==> src/rtl/sequenciador_instrucoes_pkg.sv <==
// rtl/sequenciador_instrucoes_pkg.sv - shared opcodes, sequencer states and instruction width
package sequenciador_instrucoes_pkg;

   localparam int INSTR_W = 18;

   // Opcodes live in the top three bits of an instruction word; the CPU decodes the same values.
   localparam logic [2:0] OP_LOAD    = 3'd0;
   localparam logic [2:0] OP_ADD     = 3'd1;
   localparam logic [2:0] OP_ADDI    = 3'd2;
   localparam logic [2:0] OP_SUB     = 3'd3;
   localparam logic [2:0] OP_SUBI    = 3'd4;
   localparam logic [2:0] OP_MUL     = 3'd5;
   localparam logic [2:0] OP_CLEAR   = 3'd6;
   localparam logic [2:0] OP_DISPLAY = 3'd7;

   typedef enum logic [1:0] {
      OCIOSO    = 2'd0,
      EMITIR    = 2'd1,
      INTERVALO = 2'd2,
      PAUSA     = 2'd3
   } estado_t;

   function automatic logic [2:0] opcode_de(input logic [INSTR_W-1:0] instr);
      return instr[INSTR_W-1 -: 3];
   endfunction

endpackage

==> src/rtl/sequenciador_instrucoes_memoria_programa.sv <==
// rtl/sequenciador_instrucoes_memoria_programa.sv - program store, synchronous write, asynchronous read
module memoria_programa
   import sequenciador_instrucoes_pkg::*;
#(
   parameter int DEPTH   = 8,
   parameter int INSTR_W = sequenciador_instrucoes_pkg::INSTR_W
) (
   input  logic                     clk,
   input  logic                     we,
   input  logic [$clog2(DEPTH)-1:0] waddr,
   input  logic [INSTR_W-1:0]       wdata,
   input  logic [$clog2(DEPTH)-1:0] raddr,
   output logic [INSTR_W-1:0]       rdata
);

   logic [INSTR_W-1:0] mem [DEPTH];

   // Storage is deliberately left unreset; clearing the program only rewinds the pointers.
   always_ff @(posedge clk) begin
      if (we) begin
         mem[waddr] <= wdata;
      end
   end

   assign rdata = mem[raddr];

endmodule

==> src/rtl/sequenciador_instrucoes.sv <==
// rtl/sequenciador_instrucoes.sv - stores switch instructions and replays them to the CPU with paced strobes
module sequenciador_instrucoes
   import sequenciador_instrucoes_pkg::*;
#(
   parameter int DEPTH      = 8,
   parameter int INSTR_W    = sequenciador_instrucoes_pkg::INSTR_W,
   parameter int GAP_CYCLES = 1000
) (
   input  logic                       clk,
   input  logic                       reset_n,
   input  logic                       ligado,
   input  logic                       carregar,
   input  logic                       limpar,
   input  logic                       executar,
   input  logic                       modo_passo,
   input  logic [INSTR_W-1:0]         instrucao_in,
   input  logic                       cpu_pronto,
   output logic [INSTR_W-1:0]         instrucao_out,
   output logic                       emitir,
   output logic                       ocupado,
   output logic [$clog2(DEPTH):0]     contagem,
   output logic [$clog2(DEPTH)-1:0]   indice,
   output logic                       vazio,
   output logic                       cheio,
   output logic                       erro
);

   localparam int AW = $clog2(DEPTH);
   localparam int CW = AW + 1;
   localparam int GW = $clog2(GAP_CYCLES + 1);
   localparam logic [CW-1:0] DEPTH_C  = CW'(DEPTH);
   localparam logic [GW-1:0] GAP_LAST = GW'(GAP_CYCLES - 1);

   estado_t            estado, estado_nxt;
   logic [AW-1:0]      idx, idx_nxt;
   logic [GW-1:0]      gap, gap_nxt;
   logic [CW-1:0]      contagem_nxt;
   logic [AW-1:0]      indice_nxt;
   logic [INSTR_W-1:0] instr_nxt;
   logic [INSTR_W-1:0] prog_dado;
   logic [AW-1:0]      ultimo;
   logic               emitir_nxt, erro_nxt, grava, apagar;

   memoria_programa #(.DEPTH(DEPTH), .INSTR_W(INSTR_W)) u_memoria (
      .clk   (clk),
      .we    (grava),
      .waddr (contagem[AW-1:0]),
      .wdata (instrucao_in),
      .raddr (idx),
      .rdata (prog_dado)
   );

   assign apagar  = limpar | ~ligado;
   assign ultimo  = AW'(contagem - 1'b1);
   assign ocupado = (estado != OCIOSO);
   assign vazio   = (contagem == '0);
   assign cheio   = (contagem == DEPTH_C);

   // State, pointers and all outputs advance together; reset_n wipes them without a clock.
   always_ff @(posedge clk or negedge reset_n) begin
      if (!reset_n) begin
         estado        <= OCIOSO;
         idx           <= '0;
         gap           <= '0;
         contagem      <= '0;
         indice        <= '0;
         instrucao_out <= '0;
         emitir        <= 1'b0;
         erro          <= 1'b0;
      end else begin
         estado        <= estado_nxt;
         idx           <= idx_nxt;
         gap           <= gap_nxt;
         contagem      <= contagem_nxt;
         indice        <= indice_nxt;
         instrucao_out <= instr_nxt;
         emitir        <= emitir_nxt;
         erro          <= erro_nxt;
      end
   end

   // Next state and outputs; clear/power-off overrides everything, loads are frozen during a run.
   always_comb begin
      estado_nxt   = estado;
      idx_nxt      = idx;
      gap_nxt      = gap;
      contagem_nxt = contagem;
      indice_nxt   = indice;
      instr_nxt    = instrucao_out;
      emitir_nxt   = 1'b0;
      erro_nxt     = erro;
      grava        = 1'b0;
      if (apagar) begin
         estado_nxt   = OCIOSO;
         idx_nxt      = '0;
         gap_nxt      = '0;
         contagem_nxt = '0;
         instr_nxt    = '0;
         if (!ligado) begin
            erro_nxt = 1'b0;
         end
      end else begin
         if (carregar && estado != OCIOSO) begin
            erro_nxt = 1'b1;
         end
         case (estado)
            OCIOSO: begin
               if (carregar) begin
                  if (cheio) begin
                     erro_nxt = 1'b1;
                  end else begin
                     grava        = 1'b1;
                     contagem_nxt = contagem + 1'b1;
                  end
               end else if (executar && !vazio) begin
                  idx_nxt    = '0;
                  estado_nxt = EMITIR;
               end
            end
            EMITIR: begin
               if (cpu_pronto) begin
                  emitir_nxt = 1'b1;
                  instr_nxt  = prog_dado;
                  indice_nxt = idx;
                  gap_nxt    = '0;
                  estado_nxt = INTERVALO;
               end
            end
            INTERVALO: begin
               if (gap == GAP_LAST) begin
                  if (idx == ultimo) begin
                     estado_nxt = OCIOSO;
                  end else begin
                     idx_nxt    = idx + 1'b1;
                     estado_nxt = modo_passo ? PAUSA : EMITIR;
                  end
               end else begin
                  gap_nxt = gap + 1'b1;
               end
            end
            PAUSA: begin
               if (executar || !modo_passo) begin
                  estado_nxt = EMITIR;
               end
            end
            default: estado_nxt = OCIOSO;
         endcase
      end
   end

endmodule
==> config.mk <==
export PLATFORM = sky130hd
export DESIGN_NAME = sequenciador_instrucoes
export DESIGN_NICKNAME = d
export VERILOG_FILES = /design/src/rtl/sequenciador_instrucoes_pkg.sv /design/src/rtl/sequenciador_instrucoes_memoria_programa.sv /design/src/rtl/sequenciador_instrucoes.sv
export SDC_FILE = /design/constraint.sdc
export NUM_CORES = 1
export LEC_CHECK = 0
export ABC_CLOCK_PERIOD_IN_PS = 4300
export BUFFER_PORTS_ARGS = -buffer_cell sky130_fd_sc_hd__buf_2
export CAP_MARGIN = 5
export CORE_ASPECT_RATIO = 0.7
export CORE_UTILIZATION = 27
export CTS_CLUSTER_SIZE = 28
export DETAILED_ROUTE_END_ITERATION = 10
export PLACE_DENSITY_LB_ADDON = 0.05
export RECOVER_POWER = 100
export SYNTH_ARGS = -nofsm -noshare
export SYNTH_HDL_FRONTEND = slang
export SYNTH_SLANG_ARGS = --single-unit
==> constraint.sdc <==
create_clock -name clk -period 4.3 [get_ports clk]
set_input_delay 0.215 -clock clk [delete_from_list [all_inputs] [get_ports clk]]
set_output_delay 0.215 -clock clk [all_outputs]
set_load 0.02 [all_outputs]
==> metrics.md <==
| Metric | Value |
|---|---|
| Status | finished with violations |
| Failing checks | capacitance limit, slew limit |
| Post-synthesis sequential area ratio | 0.7120 |
| Worst Path Max Fanout | 18 |
| CP Class | flip-flop to flip-flop |
| Hold Path Class | input port to flip-flop |
| Unrepaired setup endpoints after global routing | no |
| FF-to-FF path depth | 7 |
| Final Max Slew Viols | 119 |
| Synthesized instance count | 432 |
| GP Congestion | 0.7020 |
| Starting Density | 0.2787 |
| Fin crit share | 0.8451 |
| GRT Overall Usage | 0.1345 |
| Setup_tns | 0 ps |
| Worst EP required | 4330 ps |
| Grt total ovfl | 0 |
| Combinational group share of total power | 0.022 |
| Vias in the first global route | 4098 |
| First-pass GRT wire length | 27480 um |
| Avg Cell Area, Syn | 17.48 sq um |
| NetSw | 0.7475 mW |
| Crit path arrival time | 3670 ps |
| Post-layout min period | 3634 ps |
| CTS tree | done |
| Post-synth top cells | edfxtp_1 (144), dfrtp_1 (42), mux4_2 (36) |
| Clk Latency, worst-skew pair | 440 ps |
| Number of synthesized flops with an enable pin | 144 |
| Critical path, cell by cell | inv_1 > ha_1 > nand3b_1 > nand3_1 > or3_1 > nor3b_2 > clkbuf_1 |
| Endpoints failing setup | 0 |
| Detailed-route via count | 4028 |
| Syn Nets | 466 |
| Synth Area in Compound Gates | 0.04723 |
| Max clock buf depth | 2 |
| Die area | 28650 sq um |
| Share of power burned in registers | 0.526 |
| H-tree depth | 4 |
| Final Skew | 11.35 ps |
| Chip Width | 201.9 um |
| Core area | 27090 sq um |
| Reg2reg end | u_memoria.mem[5][16] |
| Static Leak | 2.925 nW |
| CP Launch Point | contagem[1] |
| Mux cell area share after synthesis | 0.1439 |
| Mapped cell area | 7550 sq um |
| Yosys top cell area share | 0.5728 |
| PwrDens | 419.9 nW/um^2 |
| Clock Sinks | 186 |
| Area Growth Syn to Fin | 17.00% |
| #FFs+latches synth | 186 |
| Crit. End Element | flip-flop |
| Clock slew at reported path FFs | 70 ps |
| Reg2reg start | contagem[1] |
| Post-place setup slack | 1028 ps |
| Adder-cell share of the synthesized area | 0.01326 |
| Layout cell share with drive strength beyond 1 | 0.1663 |
| Slowest cell delay on critical path | 1190 ps |
| Root buffer cell | clkbuf_16 |
| Post-CTS Repair Setup Buffers | 0 |
| Netlist cell types | 44 |
| Dominant synthesized flop cell | edfxtp_1 |
| Main combinational cell family by area after synthesis | multiplexers |
| Post-route setup slack | 666.2 ps |
| Synth warnings | 0 |
| P_int | 2.962 mW |
| Slew HR | -0.7929 |
| Fmax | 275.2 MHz |
| R2R Setup Slk | 670 ps |
| Rows | 50 |
| DRT iter0 DRCs | 255 |
| Slowest cell on the critical path | clkbuf_1 |
| Critical Path End | u_memoria.mem[5][16] |
| Hold Violations, Final | 0 |
| Area contributors post-synth | edfxtp_1 (57%), dfrtp_1 (14%), mux4_2 (11%) |
| Drt wl/cell | 20.64 um |
| Layout Nets | 532 |
| Worst slew pin tran | 2689 ps |
| I/O pin total | 56 |
| 1st-pass router iterations | 4 |
| Startpoint types | flip-flop |
| Cell count after placement | 842 |
| Post-synth ARST share | 0.2258 |
| Clock power share | 0.452 |
| Sw frac | 0.2015 |
| # hold bufs at CTS | 1 |
| Die Height | 141.9 um |
| Initial antenna violation count | 0 |
| Post_cts resized | 0 |
| Post-Synth XOR/XNOR Area | 0.008784 |
| Post-Synth Simple-Gate Area | 0.05403 |
| Top-count cell post-synth | edfxtp_1 |
| Num CTS Buffers | 17 |
| Final cell count without fillers | 876 |
| Largest net degree at the start of global routing | 43 |
| Routed WL | 18080 um |
| Detailed placer's ending HPWL | 10950 um |
| Vias/cell | 4.598 |
| VDD IR max | 0.0002733 V |
| Max cap viols | 5 |
| Leading area contributor after synthesis | edfxtp_1 |
| DR DRC count | 0 |
| Final ANT Viol Nets | 0 |
| Port buffer count | 55 |
==> sequential cells by signal, indices dropped and copies added (netlist names) <==
name           cells
estado             2
erro               1
emitir             1
idx                3
gap               10
u_memoria.mem    144
contagem           4
instrucao_out     18
indice             3
==> layout make-up <==
| type | count | area [sq um] |
|---|---|---|
| Antenna cell | 1 | 2.502 |
| Clock buffer | 22 | 454.2 |
| Clock inverter | 10 | 162.7 |
| Fill cell | 2628 | 18260 |
| Inverter | 11 | 41.29 |
| Multi-Input combinational cell | 212 | 2033 |
| Sequential cell | 186 | 5378 |
| Tap cell | 364 | 455.4 |
| Timing Repair Buffer | 70 | 306.5 |
==> through the flow <==
step	cell area (sq um)	total power, mW	util	hold WS [ps]
final	8833	3.709	0.3261	41.76
after global routing	8831	3.850	0.3260	39.04
after CTS	8949	3.777	0.3303	13.84
after detailed placement	8322	2.079	0.3072	381.6
after global placement	8322	2.078	0.3072	371.8
after floorplan	7550	2.021	-	-80.59
==> per-layer routing <==
metal,global-route usage,share of wire,up-vias
li1,-,-,1829
met1,0.2015,0.52,2112
met2,0.1876,0.43,76
met3,0.03101,0.032,11
met4,0.04864,0.013,0
met5,0,0,-
==> placed cells by master, fill, tap and decap left out, types with 3 or more instances in the layout <==
cell,instances
mux2i_1,23
nor2b_1,4
clkbuf_16,17
nor3_1,5
nand4_1,4
o31ai_1,10
buf_4,3
nand3_1,8
mux2_2,3
o21ai_0,26
nor2_1,7
dfrtp_1,40
buf_2,7
edfxtp_1,144
inv_1,11
nand2b_1,4
nand2_1,30
and3_1,3
a41oi_1,3
clkbuf_1,61
a21oi_1,3
ha_1,8
xor2_1,4
bufinv_16,4
inv_6,3
mux4_2,36
==> worst min-delay path by stage <==
stage                       start                end  depth (start not counted)
after floorplan           reset_n        contagem[0]                          0
after global placement    reset_n  instrucao_out[12]                          2
after detailed placement  reset_n  instrucao_out[13]                          2
after CTS                  ligado               erro                          2
after global routing       ligado               erro                          2
final                      ligado               erro                          2
==> worst max-delay path, delay by kind of cell, from the launching register on <==
kind	cells	cell delay, ps
adders and majority gates	1	240
buffers and inverters	2	1340
DFF	1	530
and+or+nand+nor	4	1110
==> cell families after synthesis <==
logic type / after synthesis
XOR/XNOR: 6
AO/OA/AOI/OAI: 55
flip-flops: 186
adder cells (fa/ha/maj): 8
AND/OR/NAND/NOR: 80
multiplexers: 63
buffers and inverters: 34
==> power groups by stage <==
stage / Sequential [mW] / Combinational [mW] / Clock [mW]
5_1_grt: 1.95 / 0.0940 / 1.81
3_3_place_gp: 1.99 / 0.0890 / 0
6_report: 1.95 / 0.0830 / 1.68
3_5_place_dp: 1.99 / 0.0901 / 0
4_1_cts: 1.95 / 0.0909 / 1.74
2_1_floorplan: 1.99 / 0.0306 / 0
No activity file was read; power rests on OpenSTA's default activity.
